<file path="config.mk">
export PLATFORM = sky130hd
export DESIGN_NAME = sub_m
export DESIGN_NICKNAME = d
export VERILOG_FILES = /design/src/rtl/coproc_pkg.sv /design/src/rtl/sub_lane.sv /design/src/rtl/sub_m.sv
export SDC_FILE = /design/constraint.sdc
export NUM_CORES = 1
export LEC_CHECK = 0
export CAP_MARGIN = 25
export CORE_UTILIZATION = 38
export DETAILED_ROUTE_END_ITERATION = 8
export GPL_ROUTABILITY_DRIVEN = 0
export GPL_TIMING_DRIVEN = 0
export PLACE_DENSITY = 0.83
export SYNTH_ARGS = -nofsm -noshare
export SYNTH_HDL_FRONTEND = slang
export SYNTH_SLANG_ARGS = --single-unit
</file>
<file path="constraint.sdc">
create_clock -name clk -period 1.34 [get_ports clk]
set_clock_uncertainty 0.2 [all_clocks]
set_input_delay 0.134 -clock clk [delete_from_list [all_inputs] [get_ports clk]]
set_output_delay 0.134 -clock clk [all_outputs]
set_load 0.005 [all_outputs]
</file>
<file path="src/rtl/coproc_pkg.sv">
// ---------------------------------------------------------------------------
// coproc_pkg
//   Shared constants and types for the matrix coprocessor datapath.
//   A matrix row is packed into one W-bit word of LANES signed EW-bit
//   elements; lane i occupies bits [EW*i +: EW], lane LANES-1 is the MSB lane.
//
//   LANES   elements per packed row
//   EW      element width (two's complement)
//   W       packed row width
//   elem_t  one signed element
//   row_t   one packed row
//   lane_slice(row, idx)  extract element idx from a packed row
// ---------------------------------------------------------------------------
package coproc_pkg;

    localparam int unsigned LANES = 5;
    localparam int unsigned EW    = 8;
    localparam int unsigned W     = LANES * EW;

    typedef logic signed [EW-1:0] elem_t;
    typedef logic        [W-1:0]  row_t;

    function automatic elem_t lane_slice(input row_t row, input int unsigned idx);
        return elem_t'(row[EW*idx +: EW]);
    endfunction

endpackage

</file>
<file path="src/rtl/sub_lane.sv">
// ---------------------------------------------------------------------------
// sub_lane
//   Combinational signed subtract of one packed element: d = a - b, wrapped
//   to EW bits (no saturation), with a signed-overflow flag.
//
//   a_i   signed minuend element
//   b_i   signed subtrahend element
//   d_o   a_i - b_i truncated to EW bits
//   ov_o  1 when the true difference does not fit in EW signed bits
// ---------------------------------------------------------------------------
module sub_lane
    import coproc_pkg::*;
(
    input  elem_t a_i,
    input  elem_t b_i,
    output elem_t d_o,
    output logic  ov_o
);

    elem_t diff;

    always_comb begin
        diff = a_i - b_i;
        d_o  = diff;
        // Overflow only possible when operand signs differ; it shows up as
        // the result sign disagreeing with the minuend sign.
        ov_o = (a_i[EW-1] != b_i[EW-1]) && (diff[EW-1] != a_i[EW-1]);
    end

endmodule

</file>
<file path="src/rtl/sub_m.sv">
// ---------------------------------------------------------------------------
// sub_m
//   Lane-wise signed subtractor: m_out = m1 - m2 over LANES packed EW-bit
//   elements. Lanes are independent (no borrow crosses a lane boundary).
//   Result and overflow are registered, one cycle latency, no enable.
//
//   clk    rising-edge clock
//   rst    asynchronous active-high reset; clears m_out and ovf at once
//   m1     packed signed minuend row
//   m2     packed signed subtrahend row
//   m_out  packed signed difference row (registered)
//   ovf    OR of all per-lane overflow flags (registered)
// ---------------------------------------------------------------------------
module sub_m
    import coproc_pkg::*;
(
    input  logic clk,
    input  logic rst,
    input  row_t m1,
    input  row_t m2,
    output row_t m_out,
    output logic ovf
);

    row_t             diff_row;
    logic [LANES-1:0] lane_ov;

    row_t m_out_q, m_out_d;
    logic ovf_q,   ovf_d;

    for (genvar g = 0; g < LANES; g++) begin : g_lane
        elem_t lane_d;

        sub_lane u_sub_lane (
            .a_i  (lane_slice(m1, g)),
            .b_i  (lane_slice(m2, g)),
            .d_o  (lane_d),
            .ov_o (lane_ov[g])
        );

        assign diff_row[EW*g +: EW] = lane_d;
    end

    always_comb begin
        m_out_d = diff_row;
        ovf_d   = |lane_ov;
    end

    always_ff @(posedge clk or posedge rst) begin
        if (rst) begin
            m_out_q <= '0;
            ovf_q   <= 1'b0;
        end else begin
            m_out_q <= m_out_d;
            ovf_q   <= ovf_d;
        end
    end

    assign m_out = m_out_q;
    assign ovf   = ovf_q;

endmodule

</file>
==> results of run 1 <==
[through the flow]
stage / utilization [%] / cells / cell area [um2] / worst slack, ps
after floorplan: - / 278 / 3030 / -324
after global placement: 64.0 / 496 / 4370 / -1110
after detailed placement: 64.0 / 496 / 4370 / -1150
after CTS: 74.7 / 550 / 5100 / -320
after global routing: 77.9 / 562 / 5320 / -298
final: 77.9 / 562 / 5320 / -217
[worst max-delay path: stages]
cell	delay, ps
dlygate4sd2_1	240
inv_2	60
ha_4	200
o21a_1	130
nor2_2	110
nor2_1	50
a211o_1	300
nor3_2	190
nand4_1	110
[per-layer routing]
layer | GRT usage, % | part of all wire, %
met1 | 21.2 | 36
met2 | 44.2 | 57
met3 | 4.95 | 4.8
met4 | 6.97 | 2.2
met5 | 0 | 0
[path summary, 6_finish.rpt]
check	from	to	slack [ps]	cells past startpoint
max	m2[22]	ovf	-220	9
min	m2[17]	m_out[17]	-30	3
max in group asynchronous	rst	m_out[10]	260	2
min in group asynchronous	rst	m_out[5]	140	2
[what timing repair did]
item	in CTS	in global routing
setup endpoints to repair	77	20
setup buffers	39	15
hold endpoints to repair	10	3
resized for setup	321	82
pin swaps	81	65
cloned	0	0
hold buffers	8	1
[flip-flops by register name, summed over array words and instances, names as in the netlist]
signal,cells
m_out,40
ovf,1
[Yosys cell counts, drive strengths merged]
library cell / count / area share (%)
a21boi: 5 / 1.4
a21oi: 9 / 1.7
a211o: 1 / 0.33
o22a: 1 / 0.33
nand2: 5 / 0.70
ha: 35 / 16
nand4: 1 / 0.23
o21a: 9 / 2.5
nor3b: 3 / 0.84
nor2b: 18 / 4.2
nand2b: 7 / 1.6
or4: 1 / 0.28
xor2: 6 / 2.0
nor2: 19 / 2.6
or2: 3 / 0.70
fa: 5 / 3.7
o32ai: 1 / 0.33
o22ai: 1 / 0.23
xnor2: 19 / 6.2
a2111o: 1 / 0.42
inv: 56 / 7.8
o31a: 2 / 0.65
nor3: 3 / 0.56
nor4: 1 / 0.23
dfrtp: 41 / 38
o21ai: 15 / 2.8
mux2i: 4 / 1.5
nand3: 2 / 0.37
o41ai: 1 / 0.60
a21o: 3 / 0.88
[cell families after synthesis]
kind of cell / Yosys count
flops: 41
xor+xnor: 25
buf+inv: 56
compound gates: 49
simple gates: 63
mux: 4
fa+ha+maj: 40
[area by class of cell]
class                           count  area [um2]  area share (%)
Sequential cell                    41        1030            19.3
Tap cell                           96         120            2.26
Clock buffer                        8        80.1            1.51
Timing Repair Buffer              180        1620            30.5
Inverter                           56         305            5.74
Multi-Input combinational cell    181        2160            40.7
[where the power goes]
part	internal (mW)	total (mW)	switching [mW]
registers	1.46	1.51	0.0544
clock network	0.371	0.799	0.428
logic	1.18	1.99	0.816
==> impl_metrics.py, run 1 <==
metrics = {
    "floorplanning": {
        "pin_count": 123,
        "rows": 30,
        "initial_core_util_pct": 39.4,
        "dieHeight_um": 86.2,
        "core_um2": 6830,
        "die-area_um2": 7430,
        "floorplan.die.width_um": 86.2,
    },
    "route": {
        "route.detailed.drc": 0,
        "drt_iter0_drc": 52,
        "post_drt_wl_per_cell_um": 14.4,
        "via_count": 2619,
        "drtPass1Iterations": 4,
        "via_per_inst": 4.66,
        "ant_nets": 0,
        "routed_wl_um": 8070,
    },
    "clock_tree": {
        "cts_tree": "built",
        "h-tree-depth": 2,
        "cts_made_buffers": 5,
        "clk_path_buf_depth": 2,
        "cts.sinks": 41,
        "clockRootBuffer": "clkbuf_8",
        "clkSlewWorstSetupHoldPaths_ps": 80,
    },
    "sta": {
        "grt_setup_unrepaired": "true",
        "hold_slack_ps": -25.0,
        "fmax_ghz": 0.642,
        "finalCritPeriodShare_pct": 116,
        "drv_slew": 0,
        "fin_tns_setup_ps": -1040,
        "setup_viol": 12,
        "worst_slew_pin_slew_ps": 872,
        "hold_violations": 1,
        "layout_setup_ws_ps": -217,
        "finalCriticalPeriod_ps": 1560,
        "relSlewSlack_pct": 41.8,
    },
    "synthesis": {
        "synthAdderAreaFrac_pct": 20.0,
        "yosys.area_share.simple_pct": 12.4,
        "synth_compound_area_share_pct": 12.1,
        "synth_cell_types": 32,
        "syn_avg_cell_area_um2": 9.69,
        "synth_top_family_by_area": "adder cells",
        "synth_mux_area_share_pct": 1.49,
        "seq_area_frac_synth_pct": 38.1,
        "synth_xor_area_share_pct": 8.13,
        "synth_seq_cells": 41,
        "synth_cells": 278,
        "syn_nets": 400,
        "synth_warnings": 0,
        "syn_area_um2": 2690,
    },
    "worst_setup_path": {
        "cp.required_ps": 1310,
        "path_class": "input port to flop",
        "crit_fanout": 3,
        "cp.arrival_ps": 1530,
        "worst_setup_path_end_kind": "flop",
        "start_kind": "input port",
    },
    "hold_path": {
        "hold_path_class": "input port to flop",
    },
    "outcome": {
        "violations": "hold timing, setup timing",
        "status": "complete, but fails checks",
    },
    "cells_and_area": {
        "final_nets": 587,
        "syn_to_final_growth_pct": 97.6,
        "nFillCells": 451,
        "final_common_cell": "dlygate4sd2_1",
        "diodes": 0,
        "final_cell_mix": "53 x dlygate4sd2_1, 44 x buf_4, 41 x dfrtp_1",
        "drive_above_1_share_pct": 49.1,
    },
    "global_route": {
        "grt.total_usage_pct": 21.7,
        "grt-ovfl-total": 0,
        "grt_antenna_before_repair": 0,
        "grt_start_max_net_pins": 42,
        "grt_pass1_vias": 2732,
        "grt_pass1_wl_um": 12300,
    },
    "power": {
        "power_density_nw_per_um2": 809,
        "peakVddDrop_mv": 0.478,
        "finalPower_mw": 4.30,
        "p_leak_nw": 2.46,
    },
    "job": {
        "cap_violations": 0,
    },
    "placement": {
        "dpl.hpwl_um": 5280,
        "portBuffers": 122,
    },
}
Note: power is estimated with default switching activity, not from simulation.
==> run 2: changes to the inputs <==
SLEW_MARGIN = 15   (was unset)
==> run 2 against run 1 <==
Non-clock buffer count decreased by 1; worst setup slack improved by 14 ps; global-route usage is 0.73 points higher; the flow still finishes with violations (hold timing, setup timing); die area is the same; largest cell class unchanged; sequential share of layout area decreased by 0.26 points; clock power up 3.8%.
==> impl_metrics.py, run 2 (synthesized netlist as in run 1, its figures left out) <==
metrics = {
    "outcome": {
        "status": "complete, but fails checks",
        "violations": "hold timing, setup timing",
    },
    "cells_and_area": {
        "final_cell_mix": "60 x dlygate4sd2_1, 45 x buf_4, 41 x dfrtp_1",
        "final_nets": 586,
        "largest_reg_flops": 40,
        "syn_to_final_growth_pct": 100,
        "regArea_um2": 1030,
        "diodes": 0,
        "final_common_cell": "dlygate4sd2_1",
        "multi_input_area_um2": 2190,
        "nFillCells": 424,
        "drive_above_1_share_pct": 48.1,
        "stdcell_count": 560,
    },
    "clock_tree": {
        "clk_path_buf_depth": 2,
        "h-tree-depth": 2,
        "clkSlewWorstSetupHoldPaths_ps": 80,
        "cts.sinks": 41,
        "cts_made_buffers": 5,
        "cts_hold_buf": 8,
        "clockRootBuffer": "clkbuf_8",
        "cts_tree": "built",
    },
    "route": {
        "drt_iter0_drc": 75,
        "via_count": 2593,
        "ant_nets": 0,
        "via_per_inst": 4.63,
        "route.detailed.drc": 0,
        "routed_wl_um": 8130,
        "drtPass1Iterations": 4,
        "post_drt_wl_per_cell_um": 14.5,
    },
    "worst_setup_path": {
        "crit_fanout": 2,
        "cp-startpoint": "m1[1]",
        "start_kind": "input port",
        "path_cells": "buf_6 > ha_4 > nor2b_4 > o31a_1 > o31a_1 > mux2i_1 > nor3_2 > nand4_1",
        "critPathSlowestCell": "o31a_1",
        "cp.required_ps": 1310,
        "crit_top_cell": "o31a_1",
        "cp.arrival_ps": 1510,
        "worst_setup_path_end_kind": "flop",
        "cpPeakStageDelay_ps": 270,
        "path_class": "input port to flop",
    },
    "hold_path": {
        "hold_path_class": "input port to flop",
        "min_delay_path_depth": 3,
        "hp-start": "m2[1]",
        "hold_end": "m_out[1]",
    },
    "power": {
        "peakVddDrop_mv": 0.441,
        "p_leak_nw": 2.47,
        "netSwitchingPower_mw": 1.30,
        "combinationalPowerShare_pct": 46.4,
        "pwr-share-clk_pct": 19.0,
        "power.internal_mw": 3.06,
        "switching_share_pct": 29.8,
        "seqPwrFrac_pct": 34.6,
        "power_density_nw_per_um2": 808,
    },
    "sta": {
        "drv_slew": 0,
        "relSlewSlack_pct": 66.9,
        "hold_violations": 8,
        "finalCriticalPeriod_ps": 1540,
        "worst_slew_pin_slew_ps": 495,
        "setup_viol": 12,
        "finalCritPeriodShare_pct": 115,
        "layout_setup_ws_ps": -204,
        "fin_tns_setup_ps": -959,
        "grt_setup_unrepaired": "true",
        "hold_slack_ps": -31.6,
        "fmax_ghz": 0.648,
    },
    "global_route": {
        "grt_start_max_net_pins": 22,
        "grt_pass1_wl_um": 12700,
        "grt-ovfl-total": 0,
        "grt_pass1_vias": 2829,
        "grt_antenna_before_repair": 0,
        "grt.total_usage_pct": 22.4,
    },
    "placement": {
        "dp_cells": 497,
        "portBuffers": 122,
        "dpl.hpwl_um": 5340,
    },
    "floorplanning": {
        "dieHeight_um": 86.2,
        "initial_core_util_pct": 39.4,
        "die-area_um2": 7430,
        "rows": 30,
        "core_um2": 6830,
        "pin_count": 123,
        "floorplan.die.width_um": 86.2,
    },
    "job": {
        "cap_violations": 0,
    },
}
run 2: cell count changes in the layout (fill, tap and decap cells not counted), moves of 2 or more:
cell,previous run,this run
dlymetal6s2s_1,4,2
buf_2,8,10
clkbuf_1,3,1
nor2b_4,5,7
clkbuf_2,12,0
dlygate4sd2_1,53,60
clkdlybuf4s15_1,6,9
run 2: layout make-up:
cell class              count  share of cell area, %
multi-input cells         181                   40.7
repair buffers            179                   30.8
flip-flops and latches     41                   19.0
inverters                  56                   5.66
well taps                  96                   2.23
clock buffers               7                   1.60
run 2: routing by layer:
layer,wire [um],vias to the layer above,track usage [%]
met3,419,17,5.14
met2,4660,87,45.4
li1,-,1270,-
met5,0,-,0
met4,164,0,8.18
met1,2890,1219,21.8
run 2: worst max-delay path: cells and delay by family:
kind                       cells  cell delay (ps)
AOI/OAI and AO/OA              2              520
adders and majority gates      1              220
buffers and inverters          1              100
muxes                          1              140
and+or+nand+nor                3              400
run 2: how the worst max path moves through the flow:
| stage | to | slack, ps | cells after the start |
|---|---|---|---|
| 6_report | ovf | -200 | 8 |
| 3_5_place_dp | ovf | -1140 | 9 |
| 2_1_floorplan | ovf | -320 | 8 |
| 3_3_place_gp | ovf | -1110 | 9 |
| 5_1_grt | ovf | -310 | 9 |
| 4_1_cts | ovf | -280 | 9 |
run 2: power groups by stage:
| stage | Sequential [mW] | Clock [mW] | Combinational [mW] |
|---|---|---|---|
| finish | 1.51 | 0.829 | 2.02 |
| global route | 1.53 | 0.881 | 2.18 |
| CTS | 1.51 | 0.834 | 1.87 |
| detailed placement | 1.54 | 0 | 1.63 |
| global placement | 1.54 | 0 | 1.56 |
| floorplan | 1.58 | 0 | 0.695 |
run 2: timing repair:
action	in CTS	in global routing
pin swaps	92	49
setup endpoints to repair	77	19
gates resized for setup	347	50
endpoints found under the hold margin	11	3
setup buffers	44	9
run 2: through the flow:
step / util [%] / hold WS [ps] / power (mW) / cell area, um2 / worst slack (ps)
detailed placement: 64.4 / 322 / 3.18 / 4400 / -1140
CTS: 76.5 / -26.1 / 4.21 / 5220 / -285
floorplan: - / 98.9 / 2.27 / 3030 / -324
global placement: 64.0 / 642 / 3.10 / 4370 / -1110
global route: 79.0 / -39.6 / 4.59 / 5390 / -315
finish: 79.0 / -31.6 / 4.36 / 5390 / -204
==> run 3: changes to the inputs <==
CORE_UTILIZATION = 30   (was 38)
PLACE_DENSITY = 0.7   (was 0.83)
==> run 3 against run 2 <==
The run still ends with hold timing, setup timing left; sequential cell count is the same; routed wire length shrank 7.2%; largest cell class unchanged; combinational power shrank 5%; final cell count grew 0.71%; critical path depth is the same; sequential power is essentially flat.
==> impl_metrics.py, run 3 (synthesized netlist as in run 1, its figures left out) <==
metrics = {
    "worst_setup_path": {
        "critPathSlowestCell": "o31a_1",
        "crit_fanout": 2,
        "path_class": "input port to flop",
        "cp.arrival_ps": 1570,
        "path_cells": "buf_8 > ha_4 > nor2b_4 > o31a_1 > o31a_1 > mux2i_1 > nor3_2 > nand4_1",
        "start_kind": "input port",
        "crit_top_cell": "o31a_1",
        "cpPeakStageDelay_ps": 290,
        "worst_setup_path_end_kind": "flop",
        "cp.required_ps": 1300,
    },
    "cells_and_area": {
        "largest_reg_flops": 40,
        "diodes": 0,
        "nFillCells": 730,
        "drive_above_1_share_pct": 45.4,
        "final_nets": 578,
        "syn_to_final_growth_pct": 96.2,
        "stdcell_count": 564,
        "final_common_cell": "dlygate4sd2_1",
        "final_cell_mix": "58 x dlygate4sd2_1, 41 x dfrtp_1, 39 x buf_4",
        "finish.utilization_pct": 60.6,
    },
    "sta": {
        "relSlewSlack_pct": 73.4,
        "fmax_ghz": 0.621,
        "setup_viol": 11,
        "finalCriticalPeriod_ps": 1610,
        "worst_slew_pin_slew_ps": 399,
        "hold_violations": 18,
        "layout_setup_ws_ps": -269,
        "finalCritPeriodShare_pct": 120,
        "hold_slack_ps": -62.2,
        "drv_slew": 0,
        "grt_setup_unrepaired": "true",
    },
    "route": {
        "m1WireLength_um": 2860,
        "via_per_inst": 4.46,
        "wl_met2_um": 4300,
        "route.detailed.drc": 0,
        "drtPass1Iterations": 4,
        "routed_wl_um": 7540,
        "routed.top_layer": "met4",
        "ant_nets": 0,
        "via_count": 2518,
        "post_drt_wl_per_cell_um": 13.4,
        "met3_length_um": 292,
        "drt_iter0_drc": 26,
    },
    "global_route": {
        "grt-ovfl-total": 0,
        "grt_start_max_net_pins": 26,
        "grt_pass1_wl_um": 12400,
        "grt.total_usage_pct": 16.4,
        "grt_pass1_vias": 2722,
        "grt_antenna_before_repair": 0,
    },
    "hold_path": {
        "hold_path_class": "input port to async pin",
    },
    "outcome": {
        "violations": "hold timing, setup timing",
        "status": "complete, but fails checks",
    },
    "floorplanning": {
        "pin_count": 123,
        "floorplan.die.width_um": 96.7,
        "die-area_um2": 9360,
        "dieHeight_um": 96.7,
        "rows": 34,
        "initial_core_util_pct": 30.9,
        "core_um2": 8720,
    },
    "power": {
        "power_density_nw_per_um2": 807,
        "peakVddDrop_mv": 0.443,
        "p_leak_nw": 2.43,
    },
    "clock_tree": {
        "h-tree-depth": 2,
        "clockRootBuffer": "clkbuf_8",
        "clk_path_buf_depth": 2,
        "cts_tree": "built",
        "cts_hold_buf": 7,
        "clkSlewWorstSetupHoldPaths_ps": 80,
        "cts_made_buffers": 5,
        "cts.sinks": 41,
    },
    "placement": {
        "dp_cells": 509,
        "dpl.hpwl_um": 5220,
        "dpl_worst_slack_ps": -1180,
        "portBuffers": 122,
    },
    "job": {
        "cap_violations": 0,
    },
}
==> run 3: changes by cell type in the layout (fill, tap and decap cells not counted), moves of 3 or more <==
cell            before  now
nor2_1              12   15
buf_4               45   39
dlymetal6s2s_1       2    5
buf_8                7   10
buf_2               10   14
buf_6               23   12
==> run 3: cell type report <==
cell class	instances	area, um2	share of cell area (%)
repair buffers	171	1570	29.7
multi-input cells	181	2160	40.9
inverters	56	305	5.78
well taps	108	135	2.56
clock buffers	7	86.3	1.63
flip-flops and latches	41	1030	19.4
==> run 3: report_power, final <==
group	switching (mW)	internal (mW)	total, mW
clock network	0.424	0.410	0.834
logic	0.783	1.14	1.92
registers	0.0513	1.46	1.51
==> run 3: worst max-delay path, delay by kind of cell <==
family / cells / cell delay (ps)
mux: 1 / 140
simple gates: 3 / 410
buf+inv: 1 / 100
fa+ha+maj: 1 / 220
compound gates: 2 / 560
==> run 3: repair_timing <==
| action | 4_1_cts | 5_1_grt |
|---|---|---|
| pin swaps | 81 | 40 |
| setup buffers | 32 | 10 |
| gates resized for setup | 327 | 51 |
| endpoints found under the setup margin | 77 | 18 |
| hold endpoints to repair | 25 | 18 |
==> run 3: metrics by stage <==
| stage | power, mW | hold slack, ps | area (um2) | TNS, ps |
|---|---|---|---|---|
| after detailed placement | 3.17 | 270 | 4410 | -23620 |
| after CTS | 4.16 | -52.4 | 5060 | -1220 |
| after floorplan | 2.27 | 98.9 | 3030 | -2210 |
| final | 4.26 | -62.2 | 5280 | -880 |
| after global placement | 3.12 | 641 | 4390 | -60130 |
| after global routing | 4.55 | -22.6 | 5280 | -1350 |
==> run 3: final timing paths <==
path                        start        end  cells past startpoint
max in group asynchronous     rst  m_out[10]                      3
worst max-delay path        m1[1]        ovf                      8
worst min-delay path          rst   m_out[2]                      2
min in group clk           m2[17]  m_out[17]                      3
==> run 3: layer usage <==
layer  track usage (%)  up-vias
met5                 0        -
met4              4.36        0
met3              3.32        8
met2              33.1       63
met1              16.7     1187
li1                  -     1260
